File: config.mk
export PLATFORM = sky130hd
export DESIGN_NAME = compound_responder
export DESIGN_NICKNAME = d
export VERILOG_FILES = /design/src/rtl/compound_responder_pkg.sv /design/src/rtl/compound_responder_ring_buffer.sv /design/src/rtl/compound_responder.sv
export SDC_FILE = /design/constraint.sdc
export NUM_CORES = 1
export LEC_CHECK = 0
export BUFFER_PORTS_ARGS = -buffer_cell sky130_fd_sc_hd__buf_4
export CORE_UTILIZATION = 55
export CTS_BUF_LIST = sky130_fd_sc_hd__clkbuf_8 sky130_fd_sc_hd__clkbuf_16
export DETAILED_ROUTE_END_ITERATION = 16
export GPL_TIMING_DRIVEN = 0
export PLACE_DENSITY = 0.77
export SYNTH_ARGS = -nofsm -noshare
export SYNTH_HDL_FRONTEND = slang
export SYNTH_SLANG_ARGS = --single-unit
File: constraint.sdc
create_clock -name clk -period 11.25 [get_ports clk]
set_input_delay 0.5625 -clock clk [delete_from_list [all_inputs] [get_ports clk]]
set_output_delay 0.5625 -clock clk [all_outputs]
set_load 0.05 [all_outputs]
File: src/rtl/compound_responder_pkg.sv
// Shared types for the compound responder: request/response payloads, storage
// array type, FSM states and status-word bit positions.
package scam_model_types;

  localparam int unsigned DATA_W     = 32;
  localparam int unsigned RING_DEPTH = 5;
  localparam int unsigned PTR_W      = 3;

  localparam int unsigned STAT_CNT_W    = 3;
  localparam int unsigned STAT_ERR_BIT  = 8;
  localparam int unsigned STAT_OVW_BIT  = 9;
  localparam int unsigned STAT_MODE_BIT = 10;

  typedef enum logic {
    MODE_READ  = 1'b0,
    MODE_WRITE = 1'b1
  } Mode;

  typedef struct packed {
    Mode               mode;
    logic [DATA_W-1:0] x;
    logic [DATA_W-1:0] y;
  } CompoundType;

  typedef struct packed {
    logic [DATA_W-1:0] x;
    logic [DATA_W-1:0] y;
  } record_t;

  typedef logic [RING_DEPTH-1:0][DATA_W-1:0] int_5;

  typedef enum logic {
    S_REQ  = 1'b0,
    S_RESP = 1'b1
  } responder_state_t;

endpackage

File: src/rtl/compound_responder_ring_buffer.sv
// Five-entry ring buffer with wrapping pointers; overwrite replaces the oldest
// entry when full by advancing both pointers together.
module compound_ring_buffer
  import scam_model_types::*;
#(
  parameter int unsigned DEPTH = 5
) (
  input  logic                  clk,
  input  logic                  rst,
  input  logic                  push,
  input  logic                  pop,
  input  logic                  overwrite,
  input  logic [DATA_W-1:0]     wdata,
  output logic [DATA_W-1:0]     rdata,
  output logic [STAT_CNT_W-1:0] count,
  output logic                  full,
  output logic                  empty
);

  int_5                  mem_q, mem_d;
  logic [PTR_W-1:0]      wr_ptr_q, wr_ptr_d;
  logic [PTR_W-1:0]      rd_ptr_q, rd_ptr_d;
  logic [STAT_CNT_W-1:0] count_q, count_d;

  function automatic logic [PTR_W-1:0] ptr_next(input logic [PTR_W-1:0] p);
    return (p == PTR_W'(DEPTH - 1)) ? '0 : p + PTR_W'(1);
  endfunction

  always_comb begin
    mem_d    = mem_q;
    wr_ptr_d = wr_ptr_q;
    rd_ptr_d = rd_ptr_q;
    count_d  = count_q;
    if (push || overwrite) begin
      mem_d[wr_ptr_q] = wdata;
      wr_ptr_d        = ptr_next(wr_ptr_q);
    end
    if (pop || overwrite) begin
      rd_ptr_d = ptr_next(rd_ptr_q);
    end
    if (push && !pop) begin
      count_d = count_q + STAT_CNT_W'(1);
    end else if (pop && !push) begin
      count_d = count_q - STAT_CNT_W'(1);
    end
  end

  always_ff @(posedge clk or posedge rst) begin
    if (rst) begin
      mem_q    <= '0;
      wr_ptr_q <= '0;
      rd_ptr_q <= '0;
      count_q  <= '0;
    end else begin
      mem_q    <= mem_d;
      wr_ptr_q <= wr_ptr_d;
      rd_ptr_q <= rd_ptr_d;
      count_q  <= count_d;
    end
  end

  assign rdata = mem_q[rd_ptr_q];
  assign count = count_q;
  assign full  = (count_q == STAT_CNT_W'(DEPTH));
  assign empty = (count_q == '0);

endmodule

File: src/rtl/compound_responder.sv
// Request/response responder: accepts one read/write request, presents one
// registered response, and returns to accepting requests after it is taken.
module compound_responder
  import scam_model_types::*;
#(
  parameter int unsigned DEPTH = 5
) (
  input  logic        clk,
  input  logic        rst,
  input  CompoundType req_sig,
  input  logic        req_sync,
  output logic        req_notify,
  output record_t     resp_sig,
  input  logic        resp_sync,
  output logic        resp_notify
);

  responder_state_t      state_q, state_d;
  record_t               resp_q, resp_d;
  logic                  req_notify_q, req_notify_d;
  logic                  resp_notify_q, resp_notify_d;

  logic                  push, pop, overwrite, full, empty, y_flag;
  logic [DATA_W-1:0]     rdata;
  logic [STAT_CNT_W-1:0] count, count_after;

  compound_ring_buffer #(.DEPTH(DEPTH)) u_ring (
    .clk      (clk),
    .rst      (rst),
    .push     (push),
    .pop      (pop),
    .overwrite(overwrite),
    .wdata    (req_sig.x),
    .rdata    (rdata),
    .count    (count),
    .full     (full),
    .empty    (empty)
  );

  // Buffer is updated on the same edge the request is accepted; the response
  // reports the state after that update.
  always_comb begin
    state_d     = state_q;
    resp_d      = resp_q;
    push        = 1'b0;
    pop         = 1'b0;
    overwrite   = 1'b0;
    count_after = count;
    y_flag      = (req_sig.y != '0);
    case (state_q)
      S_REQ: begin
        if (req_sync) begin
          state_d = S_RESP;
          resp_d  = '0;
          if (req_sig.mode == MODE_WRITE) begin
            resp_d.x                = req_sig.x;
            resp_d.y[STAT_MODE_BIT] = 1'b1;
            if (!full) begin
              push        = 1'b1;
              count_after = count + STAT_CNT_W'(1);
            end else if (y_flag) begin
              overwrite              = 1'b1;
              resp_d.y[STAT_OVW_BIT] = 1'b1;
            end else begin
              resp_d.y[STAT_ERR_BIT] = 1'b1;
            end
          end else begin
            if (!empty) begin
              resp_d.x = rdata;
              if (!y_flag) begin
                pop         = 1'b1;
                count_after = count - STAT_CNT_W'(1);
              end
            end else begin
              resp_d.y[STAT_ERR_BIT] = 1'b1;
            end
          end
          resp_d.y[STAT_CNT_W-1:0] = count_after;
        end
      end
      S_RESP: begin
        if (resp_sync) begin
          state_d = S_REQ;
        end
      end
      default: state_d = S_REQ;
    endcase
    req_notify_d  = (state_d == S_REQ);
    resp_notify_d = (state_d == S_RESP);
  end

  always_ff @(posedge clk or posedge rst) begin
    if (rst) begin
      state_q       <= S_REQ;
      resp_q        <= '0;
      req_notify_q  <= 1'b1;
      resp_notify_q <= 1'b0;
    end else begin
      state_q       <= state_d;
      resp_q        <= resp_d;
      req_notify_q  <= req_notify_d;
      resp_notify_q <= resp_notify_d;
    end
  end

  assign req_notify  = req_notify_q;
  assign resp_notify = resp_notify_q;
  assign resp_sig    = resp_q;

endmodule
==> qor.yml <==
status:
  status: "finished clean"
synthesis:
  post-synth-top-area-fraction: 0.5402
  yosysTopAreaCell: "sky130_fd_sc_hd__dfrtp_1"
  synth-seq-area-share: 0.5429
  yosys_warnings: 0
  netlist_area_um2: 9635
  synth_area_per_cell_um2: 13.16
  syn-instance-count: 732
  synth_cell_types: 44
  synth-seq-cells: 209
  synth_area_leaders: "sky130_fd_sc_hd__dfrtp_1 (54%), sky130_fd_sc_hd__mux2_2 (13%), sky130_fd_sc_hd__mux4_2 (7.5%)"
worst_setup_path:
  crit_path_end_kind: "flop"
  cp.arrival_ns: 3.32
  reg2reg_setup_slack_ns: 8.32
  timing.critical_path.from_type: "flop"
  cp_max_fo: 10
  worst-endpoint-required_ns: 11.64
  worstSetupPathType: "flop to flop"
place:
  detailed_place_hpwl_um: 13810
  portBuffers: 107
  gpl.final_weighted_congestion: 0.7993
  placement.setup.worst_slack_ns: 8.115
timing:
  final.period_utilization: 0.2603
  finalSetupViolations: 0
  finalWorstSetupSlack_ns: 8.322
  clock.fmax_mhz: 341.5
  relative_max_transition_margin: 0.3344
  setup_tns_ns: 0
  slew_at_the_pin_with_the_worst_max_slew_slack_ns: 0.9892
  finalHoldViolations: 0
  finalClockSkew_ns: 0.02612
  grt_setup_unrepaired: "no"
  finalCriticalPeriod_ns: 2.928
  count_of_pins_over_their_slew_limit: 0
die:
  row_count: 48
  die_height_um: 134.4
  initial_utilization: 0.5610
  die-area_um2: 18050
  die_width_um: 134.4
  fp.coreArea_um2: 17180
  io-pin-count: 135
finish:
  syn_to_layout_area_delta_pct: 20.05
  num_antenna_cells: 0
  layout-drive-gt1-share: 0.3643
  nNetsFinal: 968
run:
  cap_violations: 0
power:
  power.static_leakage_nw: 5.331
  cellPowerDensity_nw_per_um2: 276.4
  vdd_ir_drop_max_mv: 0.1408
grt:
  globalRouteOverflowTotal: 0
  grt_pass1_vias: 6701
  antenna_violations_before_repair: 0
  grt_first_pass_wirelength_um: 34920
  grt_start_max_net_pins: 128
  track_usage: 0.2493
clocking:
  cts.root.buffer_cell: "sky130_fd_sc_hd__clkbuf_16"
  postCtsSetupRepairBufs: 0
  postCtsResizedCells: 0
  ctsHoldBuffers: 0
  clock_sink_count: 209
  htree_num_levels: 1
  clk_transition_reported_paths_ns: 0.06
  cts_tree: "built"
  deepest_clock_path_buffer_count: 3
  clock_network_latency_to_the_later_pin_of_the_worst_skew_pair_ns: 0.52
  cts-buffers-inserted: 23
routing:
  routed_wire_length_per_instance_um: 19.08
  routed_wirelength_um: 21520
  postRouteAntennaNets: 0
  drt_drc_violations_left: 0
  drtIter0Drc: 383
  drt_first_pass_iters: 4
  vias: 6486
  routed_via_density: 5.750
hold_path:
  hold_path_class: "input port to async pin"
==> per-layer routing <==
layer | share of wire | global-route usage | vias to the layer above
met1 | 0.43 | 0.3381 | 3349
met2 | 0.50 | 0.4257 | 184
met5 | 0 | 0 | -
li1 | - | - | 2928
met3 | 0.058 | 0.03401 | 25
met4 | 0.014 | 0.06429 | 0
==> synth_stat cells, drive strengths merged <==
library cell / count
conb: 1
nor3b: 2
a32o: 1
o221ai: 1
or2: 1
or3: 2
ha: 9
clkbuf: 25
nand3: 3
o21a: 1
nor2: 39
o32ai: 1
nand4: 3
nor2b: 1
a2bb2oi: 1
mux4: 32
mux2: 163
mux2i: 2
xor2: 3
dfstp: 1
or4: 1
a31oi: 1
a21oi: 35
buf: 49
xnor2: 3
nand2: 42
nor4b: 1
nand2b: 4
a21o: 1
o21ai: 37
o31ai: 1
a221o: 1
inv: 8
nor3: 1
clkinv: 1
a22oi: 32
nor4: 11
and4b: 1
a211oi: 1
o311ai: 1
dfrtp: 208
==> path summary, 6_finish.rpt <==
kind	endpoint	cells past startpoint	start
min in group clk	resp_notify	2	resp_sync
hold / removal	resp_sig[48]	2	rst
max in group asynchronous	u_ring.count[2]	3	rst
setup / recovery	u_ring.mem_q[97]	5	resp_notify
hold reg to reg	resp_sig[47]	2	resp_sig[47]
setup reg to reg	u_ring.mem_q[97]	5	resp_notify
==> critical path, cell delays in order (launching register included) <==
cell and delay [ns]:
sky130_fd_sc_hd__dfrtp_1 0.41, sky130_fd_sc_hd__nor2b_1 0.46, sky130_fd_sc_hd__o311ai_4 0.29, sky130_fd_sc_hd__nor4_1 0.81
sky130_fd_sc_hd__buf_2 0.46, sky130_fd_sc_hd__mux2_2 0.39
==> stage by stage <==
stage / area, µm² / power, W / instances / util / hold slack (ns)
detailed placement: 10850 / 0.002477 / 1090 / 0.6316 / 0.4713
global placement: 10810 / 0.002431 / 1089 / 0.6296 / 0.4636
CTS: 11570 / 0.003216 / 1128 / 0.6734 / 0.1323
global route: 11570 / 0.003381 / 1128 / 0.6734 / 0.1422
finish: 11570 / 0.003198 / 1128 / 0.6734 / 0.1098
floorplan: 9729 / 0.002159 / 757 / - / 0.4524
==> sequential cells by signal, indices dropped and copies added, names as in the netlist <==
register and cells:
u_ring.rd_ptr_q 3, u_ring.count 3, resp_notify 1, resp_sig 38, req_notify 1, u_ring.wr_ptr_q 3
u_ring.mem_q 160
==> power by group <==
part	switching, W	internal, W	total (W)
sequential	0.000183	0.00110	0.00128
clock	0.000297	0.000424	0.000720
combinational	0.000631	0.000563	0.00119
total	0.00111	0.00209	0.00320
==> cell usage in the layout (no fill, tap or decap), types with 3 or more instances in the layout <==
cell	instances
sky130_fd_sc_hd__mux4_2	32
sky130_fd_sc_hd__o21ai_0	37
sky130_fd_sc_hd__clkbuf_1	25
sky130_fd_sc_hd__nor4_1	11
sky130_fd_sc_hd__nand4_1	3
sky130_fd_sc_hd__dfrtp_1	208
sky130_fd_sc_hd__nor2_1	39
sky130_fd_sc_hd__mux2_2	108
sky130_fd_sc_hd__buf_1	4
sky130_fd_sc_hd__buf_4	136
sky130_fd_sc_hd__a21oi_1	35
sky130_fd_sc_hd__xor2_1	3
sky130_fd_sc_hd__inv_1	14
sky130_fd_sc_hd__ha_1	9
sky130_fd_sc_hd__nand3_1	3
sky130_fd_sc_hd__mux2_1	55
sky130_fd_sc_hd__clkbuf_16	23
sky130_fd_sc_hd__a22oi_1	32
sky130_fd_sc_hd__nand2_1	42
sky130_fd_sc_hd__conb_1	26
sky130_fd_sc_hd__buf_2	16
sky130_fd_sc_hd__nand2b_1	4
sky130_fd_sc_hd__xnor2_1	3
sky130_fd_sc_hd__clkinv_2	3
==> cells by family after synthesis <==
family | share of synthesized area
DFF | 0.5429
buffers and inverters | 0.04571
AOI/OAI and AO/OA | 0.07363
muxes | 0.2674
xor gates and xnor gates | 0.005455
and+or+nand+nor | 0.05285
other | 0.0003892
adders and majority gates | 0.01169
==> layout make-up <==
cell class	instances	area [µm²]
multi-input combinational	465	4058
buffer	74	406.6
timing repair buffer	108	830.8
clock inverter	14	128.9
inverter	9	41.29
tap	225	281.5
fill	1254	5609
clock buffer	24	589.3
sequential	209	5231
Note: power is estimated with default switching activity, not from simulation.
